[src/rtl/if_stage.sv]
// ----------------------------------------------------------------------------
// if_stage -- instruction-fetch stage of the 16-bit pipelined processor.
//
// Owns the PC, next-PC selection, the instruction-memory address and the
// IF/ID pipeline register feeding decode. A redirect kills the instruction
// fetched in the same cycle, so it costs exactly one bubble. A stall freezes
// the PC and IF/ID. Two saturating counters track delivered instructions and
// bubble/held cycles.
//
// Ports:
//   clk, rst_n        clock / asynchronous active-low reset
//   stall             hold PC and IF/ID (pc_src ignored while high)
//   pc_src[1:0]       00 PC+1, 01 branch_target, 10 jump_target, 11 return_addr
//   branch_target     I-type target from decode
//   jump_target       J-type target from decode
//   return_addr       return address from decode
//   inst_mem_addr     instruction-memory address (== PC)
//   inst_mem_data     combinational instruction word at inst_mem_addr
//   inst_ID           registered instruction for decode
//   PC_ID             registered address of inst_ID plus one
//   valid_ID          1 = real instruction, 0 = bubble
//   fetch_count       valid instructions delivered (saturating)
//   bubble_count      bubble-injected or held cycles (saturating)
// ----------------------------------------------------------------------------
module if_stage #(
    parameter int              WIDTH    = 16,
    parameter logic [WIDTH-1:0] RESET_PC = '0,
    parameter logic [WIDTH-1:0] NOP_INST = '0
) (
    input  logic             clk,
    input  logic             rst_n,
    input  logic             stall,
    input  logic [1:0]       pc_src,
    input  logic [WIDTH-1:0] branch_target,
    input  logic [WIDTH-1:0] jump_target,
    input  logic [WIDTH-1:0] return_addr,
    output logic [WIDTH-1:0] inst_mem_addr,
    input  logic [WIDTH-1:0] inst_mem_data,
    output logic [WIDTH-1:0] inst_ID,
    output logic [WIDTH-1:0] PC_ID,
    output logic             valid_ID,
    output logic [15:0]      fetch_count,
    output logic [15:0]      bubble_count
);

    localparam logic [1:0] SRC_SEQ = 2'b00;
    localparam logic [1:0] SRC_BR  = 2'b01;
    localparam logic [1:0] SRC_JMP = 2'b10;

    // IF/ID occupancy state: BUBBLE means inst_ID is an injected NOP.
    localparam logic [0:0] ST_BUBBLE = 1'b0;
    localparam logic [0:0] ST_RUN    = 1'b1;

    localparam logic [15:0] CNT_MAX = 16'hFFFF;

    logic [WIDTH-1:0] pc_q, pc_d;
    logic [WIDTH-1:0] inst_q, inst_d;
    logic [WIDTH-1:0] pcid_q, pcid_d;
    logic [0:0]       state_q, state_d;
    logic [15:0]      fetch_cnt_q, fetch_cnt_d;
    logic [15:0]      bubble_cnt_q, bubble_cnt_d;

    logic [WIDTH-1:0] pc_plus1;
    logic [WIDTH-1:0] redirect_pc;
    logic             fetch_inc;
    logic             bubble_inc;

    // Wraps naturally at the top of the address space.
    assign pc_plus1 = pc_q + WIDTH'(1);

    always_comb begin
        unique case (pc_src)
            SRC_BR:  redirect_pc = branch_target;
            SRC_JMP: redirect_pc = jump_target;
            default: redirect_pc = return_addr;
        endcase
    end

    always_comb begin
        pc_d       = pc_q;
        inst_d     = inst_q;
        pcid_d     = pcid_q;
        state_d    = state_q;
        fetch_inc  = 1'b0;
        bubble_inc = 1'b0;
        if (stall) begin
            // Everything holds; any redirect request is dropped and must be
            // re-presented by the controller once the stall clears.
            bubble_inc = 1'b1;
        end else if (pc_src != SRC_SEQ) begin
            // The word fetched this cycle is on the wrong path: kill it.
            pc_d       = redirect_pc;
            inst_d     = NOP_INST;
            pcid_d     = pc_plus1;
            state_d    = ST_BUBBLE;
            bubble_inc = 1'b1;
        end else begin
            pc_d      = pc_plus1;
            inst_d    = inst_mem_data;
            pcid_d    = pc_plus1;
            state_d   = ST_RUN;
            fetch_inc = 1'b1;
        end
    end

    always_comb begin
        fetch_cnt_d  = fetch_cnt_q;
        bubble_cnt_d = bubble_cnt_q;
        if (fetch_inc && fetch_cnt_q != CNT_MAX)
            fetch_cnt_d = fetch_cnt_q + 16'd1;
        if (bubble_inc && bubble_cnt_q != CNT_MAX)
            bubble_cnt_d = bubble_cnt_q + 16'd1;
    end

    always_ff @(posedge clk or negedge rst_n) begin
        if (!rst_n) begin
            pc_q         <= RESET_PC;
            inst_q       <= NOP_INST;
            pcid_q       <= '0;
            state_q      <= ST_BUBBLE;
            fetch_cnt_q  <= '0;
            bubble_cnt_q <= '0;
        end else begin
            pc_q         <= pc_d;
            inst_q       <= inst_d;
            pcid_q       <= pcid_d;
            state_q      <= state_d;
            fetch_cnt_q  <= fetch_cnt_d;
            bubble_cnt_q <= bubble_cnt_d;
        end
    end

    assign inst_mem_addr = pc_q;
    assign inst_ID       = inst_q;
    assign PC_ID         = pcid_q;
    assign valid_ID      = (state_q == ST_RUN);
    assign fetch_count   = fetch_cnt_q;
    assign bubble_count  = bubble_cnt_q;

endmodule

[config.mk]
export PLATFORM = sky130hd
export DESIGN_NAME = if_stage
export DESIGN_NICKNAME = d
export VERILOG_FILES = /design/src/rtl/if_stage.sv
export SDC_FILE = /design/constraint.sdc
export NUM_CORES = 1
export LEC_CHECK = 0
export CORE_ASPECT_RATIO = 0.5
export CORE_MARGIN = 8
export CORE_UTILIZATION = 42
export CTS_BUF_LIST = sky130_fd_sc_hd__clkbuf_4
export DETAILED_ROUTE_END_ITERATION = 8
export PLACE_DENSITY = 0.8
export SLEW_MARGIN = 10
export SYNTH_ARGS = -nofsm -noshare
export SYNTH_HDL_FRONTEND = slang
export SYNTH_SLANG_ARGS = --single-unit
[constraint.sdc]
create_clock -name clk -period 2 [get_ports clk]
set_clock_uncertainty 0.1 [all_clocks]
set_input_delay 0.5 -clock clk [delete_from_list [all_inputs] [get_ports clk]]
set_output_delay 0.5 -clock clk [all_outputs]
set_load 0.02 [all_outputs]
Word level (Yosys, flattened, before mapping)
Index checks and enable logic that the tools add are counted.
{"block": "classes", "n_addsub": 3, "eq_ne": 4, "muxes": 7, "n_reduce_logical": 3}
{"cell": "16-bit by 1-bit adder with 16-bit output, second input constant", "n": 3}
{"cell": "16-bit two-way mux", "n": 2}
{"cell": "16-bit inequality test, second input constant", "n": 2}
{"cell": "16-bit one-hot mux with 2 select lines", "n": 1}
{"cell": "1-bit two-way mux", "n": 4}
{"cell": "2-bit by 1-bit equality test with 1-bit output, second input constant", "n": 1}
{"cell": "2-bit equality test, second input constant", "n": 1}
{"cell": "1-bit logical AND", "n": 2}
{"cell": "2-bit nonzero test", "n": 1}
{"block": "totals", "ff_bits": 81, "input_bits": 69, "out_inout_bits": 81, "word_cells": 23}

Longest topological paths before layout
Gate-level depths: netlist (run 1).
{"block": "logic_depth", "depth_word": 4, "mapped_depth": 8, "ltp_nobuf": 6}

Worst setup path after synthesis (run 1)
No wires, ideal clock.
{"block": "synth_path", "path_kind": "reg2reg", "from": "register pc_q[0], in the netlist inst_mem_addr[0]", "to": "register pc_q[12], in the netlist inst_mem_addr[12]", "setup_ns": 0.126, "arrival_time_ns": 1.835, "required_time_ns": 1.774, "setup_slack_ns": -0.061, "path_stages_with_launch": 5, "path_buffers": 0, "period_less_slack_ns": 2.061, "path_cell_list": "dfrtp_1 ha_1 nand3_2 or4_4 a311o_1"}
{"block": "synth_between", "elab_chain_len": 2}
{"element": "from (decl)", "line_no": "56", "rtl": "logic [WIDTH-1:0] pc_q, pc_d;"}
{"element": "from (signal assigned)", "line_no": "124", "rtl": "pc_q <= pc_d;"}
{"element": "16-bit by 1-bit adder with 16-bit output", "line_no": "69", "rtl": "assign pc_plus1 = pc_q + WIDTH'(1);"}
{"element": "16-bit two-way mux", "line_no": "90", "rtl": "end else if (pc_src != SRC_SEQ) begin"}
No other way between the ends.
A chain may end at the register's enable or synchronous reset.

Worst setup path in the final report (run 1)
{"block": "layout_path", "from": "input pc_src[0]", "to": "register fetch_cnt_q[1], in the netlist fetch_count[1]"}
{"block": "layout_between", "elab_chain_len": 4}
{"element": "from (decl)", "line_no": "33", "rtl": "input logic [1:0] pc_src,"}
{"element": "2-bit nonzero test", "line_no": "90"}
{"element": "1-bit two-way mux", "line_no": "90"}
{"element": "1-bit two-way mux", "line_no": "86", "rtl": "if (stall) begin"}
{"element": "1-bit logical AND", "line_no": "109", "rtl": "if (fetch_inc && fetch_cnt_q != CNT_MAX)"}
{"element": "to (signal assigned)", "line_no": "128", "rtl": "fetch_cnt_q <= fetch_cnt_d;"}
{"element": "to (decl)", "line_no": "60", "rtl": "logic [15:0] fetch_cnt_q, fetch_cnt_d;"}
No other way between the ends.

==> impl_metrics.prom, run 1 <==
# TYPE chip_impl_metric gauge
chip_impl_metric{name="leakage",unit="nW"} 2.95
chip_impl_metric{name="flow.area_growth_from_synthesis",unit="%"} 50.8
chip_impl_metric{name="flop_pwr_share",unit=""} 0.408
chip_impl_metric{name="antenna_cells",unit=""} 0
chip_impl_info{name="cts.root.buffer_cell",value="sky130_fd_sc_hd__clkbuf_4"} 1
chip_impl_metric{name="ctsLongestPathBuffers",unit=""} 2
chip_impl_metric{name="switching_power",unit="mW"} 1.99
chip_impl_metric{name="final_layout_size_suffix_gt1_frac",unit=""} 0.162
chip_impl_info{name="launching_element_type_of_the_critical_path",value="primary input"} 1
chip_impl_metric{name="tritoncts.num_buffers",unit=""} 9
chip_impl_metric{name="dp_hpwl",unit="mm"} 9.68
chip_impl_metric{name="setup_viol_count_final",unit=""} 0
chip_impl_info{name="worst_hold_path_type",value="in -> reg"} 1
chip_impl_metric{name="num-nets-final",unit=""} 717
chip_impl_metric{name="detail_route.iter0.violations",unit=""} 388
chip_impl_metric{name="r2r_setup_slack",unit="ns"} 0.08
chip_impl_metric{name="synth_seq_cells",unit=""} 81
chip_impl_metric{name="port-buffer-count",unit=""} 149
chip_impl_metric{name="floorplan.die.height",unit="um"} 87.2
chip_impl_metric{name="vdd_drop_max",unit="mV"} 0.329
chip_impl_metric{name="max_slew.worst_pin.slew",unit="ns"} 0.403
chip_impl_metric{name="finalWorstPathRequiredPeriod",unit="ns"} 1.96
chip_impl_metric{name="maxClockFrequency",unit="MHz"} 511
chip_impl_info{name="crit_path_cell_trace",value="clkdlybuf4s50_1 -> inv_2 -> ha_4 -> buf_4 -> nand2b_2 -> buf_4 -> nor2_1 -> mux2_2"} 1
chip_impl_metric{name="cp_data_arrival_time",unit="ns"} 2.19
chip_impl_metric{name="dpl-instance-area",unit="sq um"} 6150
chip_impl_metric{name="netlist.area_leader.share",unit=""} 0.476
chip_impl_metric{name="totalNegativeSetupSlack",unit="ns"} 0
chip_impl_metric{name="finalHoldWorstSlack",unit="ns"} 0.280
chip_impl_metric{name="yosys_warnings",unit=""} 0
chip_impl_metric{name="cap_violations",unit=""} 0
chip_impl_metric{name="async_flop_share",unit=""} 1.00
chip_impl_metric{name="p_sw_frac",unit=""} 0.360
chip_impl_info{name="post_synth_most_frequent_cells",value="sky130_fd_sc_hd__dfrtp_1 (81), sky130_fd_sc_hd__nand2_1 (63), sky130_fd_sc_hd__nor2_1 (31), sky130_fd_sc_hd__o21ai_0 (29), sky130_fd_sc_hd__clkbuf_1 (24)"} 1
chip_impl_metric{name="cp_slowest_stage_delay",unit="ns"} 0.43
chip_impl_metric{name="drt-vias-per-instance",unit=""} 5.29
chip_impl_metric{name="number_of_flops_mapped_to_enable_cells_by_yosys",unit=""} 0
chip_impl_metric{name="finished_layout_cell_area",unit="sq um"} 6420
chip_impl_info{name="cp_common_cell",value="sky130_fd_sc_hd__buf_4"} 1
chip_impl_metric{name="routed-via-count",unit=""} 4163
chip_impl_metric{name="synthesis.instances",unit=""} 458
chip_impl_metric{name="fin_total_pwr",unit="mW"} 5.53
chip_impl_metric{name="data_required_time_at_the_worst_endpoint",unit="ns"} 2.23
chip_impl_metric{name="cts_htree_levels",unit=""} 3
chip_impl_metric{name="design.die.area",unit="sq um"} 13800
chip_impl_metric{name="worst_slew_margin_rel",unit=""} 0.730
chip_impl_metric{name="core_area",unit="sq um"} 10000
chip_impl_info{name="synthFlopType",value="sky130_fd_sc_hd__dfrtp_1"} 1
chip_impl_metric{name="initial_antenna_violation_count",unit=""} 0
chip_impl_info{name="dominant_cell_by_count_in_the_synthesized_netlist",value="sky130_fd_sc_hd__dfrtp_1"} 1
chip_impl_metric{name="grt_max_degree",unit=""} 42
chip_impl_info{name="crit_type",value="in -> reg"} 1
chip_impl_metric{name="worstSkewPairLatency",unit="ns"} 0.45
chip_impl_info{name="cts_tree",value="yes"} 1
chip_impl_metric{name="floorplan.die.width",unit="um"} 158
chip_impl_metric{name="power.density_cell_area",unit="nW/um^2"} 862
chip_impl_metric{name="synthesis.area",unit="sq um"} 4260
chip_impl_metric{name="cts.clk_slew.worst_paths",unit="ns"} 0.12
chip_impl_metric{name="grt_use_total",unit=""} 0.186
chip_impl_metric{name="synth_seq_area_share",unit=""} 0.476
chip_impl_info{name="worstSetupEndpointType",value="register"} 1
chip_impl_metric{name="final_weighted_congestion_in_routability_driven_placement",unit=""} 0.848
chip_impl_metric{name="slew_violations",unit=""} 0
chip_impl_metric{name="cp_max_fo",unit=""} 9
chip_impl_metric{name="first_global_vias",unit=""} 4106
chip_impl_metric{name="clock-sinks",unit=""} 81
chip_impl_metric{name="pwr-share-clk",unit=""} 0.245
chip_impl_metric{name="worst_slack_at_placement",unit="ns"} -0.646
chip_impl_metric{name="postSynthNetCount",unit=""} 533
chip_impl_metric{name="post_synth.cell_area_avg",unit="sq um"} 9.29
chip_impl_metric{name="wire_length_of_the_first_global_routing_pass",unit="mm"} 20.4
chip_impl_info{name="cpMaxStageDelayCell",value="sky130_fd_sc_hd__clkdlybuf4s50_1"} 1
chip_impl_metric{name="grt_overflow_total",unit=""} 0
chip_impl_metric{name="floorplan.initialDensity",unit=""} 0.425
chip_impl_info{name="netlist_top_cells_area",value="sky130_fd_sc_hd__dfrtp_1 (48%), sky130_fd_sc_hd__nand2_1 (5.6%), sky130_fd_sc_hd__xor2_1 (4.1%), sky130_fd_sc_hd__xnor2_1 (3.9%), sky130_fd_sc_hd__a22oi_1 (3.7%)"} 1
chip_impl_metric{name="core.rowCount",unit=""} 26
chip_impl_metric{name="ant_nets",unit=""} 0
chip_impl_metric{name="finalHoldViolations",unit=""} 0
chip_impl_metric{name="comb_power_share",unit=""} 0.346
chip_impl_metric{name="cell_internal_pwr",unit="mW"} 3.54
chip_impl_metric{name="remaining_drc_errors",unit=""} 0
chip_impl_metric{name="wl_per_cell",unit="um"} 16.4
chip_impl_metric{name="synth_cell_type_count",unit=""} 45
chip_impl_metric{name="drt_pass1_iterations",unit=""} 6
chip_impl_info{name="status",value="completed"} 1
chip_impl_metric{name="timing.final.crit_share",unit=""} 0.979
chip_impl_metric{name="ios",unit=""} 150
chip_impl_metric{name="totalWireLength",unit="mm"} 12.9
chip_impl_info{name="synth_top_area_cell",value="sky130_fd_sc_hd__dfrtp_1"} 1
chip_impl_metric{name="fin_ws",unit="ns"} 0.0418
## cells in the final DEF (no fill, tap or decap), types with 4 or more instances in the layout
cell type | synthesis | routed
sky130_fd_sc_hd__nand2_1 | 63 | 63
sky130_fd_sc_hd__mux2_2 | 4 | 4
sky130_fd_sc_hd__xor2_1 | 20 | 20
sky130_fd_sc_hd__and3_1 | 8 | 8
sky130_fd_sc_hd__o22ai_1 | 7 | 7
sky130_fd_sc_hd__a211oi_1 | 9 | 9
sky130_fd_sc_hd__ha_1 | 6 | 4
sky130_fd_sc_hd__dlygate4sd2_1 | 0 | 80
sky130_fd_sc_hd__dfrtp_2 | 0 | 8
sky130_fd_sc_hd__o21ai_0 | 29 | 29
sky130_fd_sc_hd__a21oi_1 | 21 | 21
sky130_fd_sc_hd__clkbuf_4 | 0 | 9
sky130_fd_sc_hd__nor2_1 | 31 | 31
sky130_fd_sc_hd__nand3_1 | 19 | 19
sky130_fd_sc_hd__xnor2_1 | 19 | 19
sky130_fd_sc_hd__bufinv_16 | 0 | 4
sky130_fd_sc_hd__inv_1 | 10 | 8
sky130_fd_sc_hd__nor3_1 | 14 | 10
sky130_fd_sc_hd__nor4_1 | 4 | 4
sky130_fd_sc_hd__nand4_1 | 15 | 15
sky130_fd_sc_hd__a22oi_1 | 21 | 21
sky130_fd_sc_hd__buf_4 | 0 | 50
sky130_fd_sc_hd__clkdlybuf4s50_1 | 0 | 65
sky130_fd_sc_hd__dfrtp_1 | 81 | 73
## flip-flops by register name, indices dropped and copies added, names as in the netlist
name           cells
PC_ID             16
bubble_count      16
fetch_count       16
inst_ID           16
inst_mem_addr     16
valid_ID           1
## power by group through the flow
stage	registers [mW]	logic, mW	clock network, mW
after floorplan	2.59	0.605	0
after global placement	2.29	1.94	0
after detailed placement	2.30	1.98	0
after CTS	2.26	1.81	1.38
after global routing	2.30	2.05	1.45
final	2.26	1.92	1.36
## path summary, 6_finish.rpt
check	from	to	depth (start not counted)
min in group asynchronous	rst_n	inst_mem_addr[2]$_DFFE_PN0N_	2
max in group asynchronous	rst_n	bubble_count[0]$_DFFE_PN0P_	3
min	stall	inst_ID[6]$_DFFE_PN0N_	2
max	pc_src[0]	fetch_count[1]$_DFFE_PN0P_	8
min reg2reg	PC_ID[0]$_DFFE_PN0N_	PC_ID[0]$_DFFE_PN0N_	2
max reg2reg	bubble_count[0]$_DFFE_PN0P_	bubble_count[0]$_DFFE_PN0P_	7
## cell type report
cell class / instances / area, sq um
fill: 857 / 3600
multi-input combinational: 337 / 2150
sequential: 81 / 2040
timing repair buffer: 203 / 1810
tap: 140 / 175
clock inverter: 7 / 141
clock buffer: 9 / 67.6
inverter: 10 / 37.5
## cells by family after synthesis
family / Yosys count / synth area share
compound gates: 110 / 0.165
xor+xnor: 39 / 0.0803
fa+ha+maj: 6 / 0.0176
buf+inv: 40 / 0.0359
flops: 81 / 0.476
mux: 4 / 0.0106
simple gates: 178 / 0.214
## timing repair
| item | in CTS | in global routing |
|---|---|---|
| gates resized for setup | 90 | 16 |
| pin swaps | 3 | 4 |
| endpoints found under the setup margin | 88 | 26 |
| buffers inserted | 1 | 8 |
| hold buffers | 1 | 0 |
| hold endpoints to repair | 20 | 0 |
## worst max-delay path, delay by kind of cell
kind / cells / cell delay, ns
buffers and inverters: 4 / 0.89
muxes: 1 / 0.35
and+or+nand+nor: 2 / 0.27
adders and majority gates: 1 / 0.17
## routing by layer
layer,global-route usage,share of wire,vias up
met5,0,0,-
met1,0.234,0.43,1938
li1,-,-,2028
met2,0.300,0.47,171
met3,0.0599,0.083,26
met4,0.0561,0.018,0
## per-stage QoR
step	utilization	cells
detailed placement	0.614	761
floorplan	-	458
global route	0.640	787
CTS	0.631	779
global placement	0.614	761
finish	0.640	787
No activity file was read; power rests on OpenSTA's default activity.
==> run 2, diff against run 1 <==
--- a/config.mk
+++ b/config.mk
@@ -9,7 +9,9 @@
 export CORE_MARGIN = 8
 export CORE_UTILIZATION = 42
 export CTS_BUF_LIST = sky130_fd_sc_hd__clkbuf_4
+export CTS_CLUSTER_DIAMETER = 200
 export DETAILED_ROUTE_END_ITERATION = 8
+export GPL_ROUTABILITY_DRIVEN = 0
 export PLACE_DENSITY = 0.8
 export SLEW_MARGIN = 10
 export SYNTH_ARGS = -nofsm -noshare
==> results of run 2 <==
The final DEF is identical to that of run 1; final timing and power are the same.
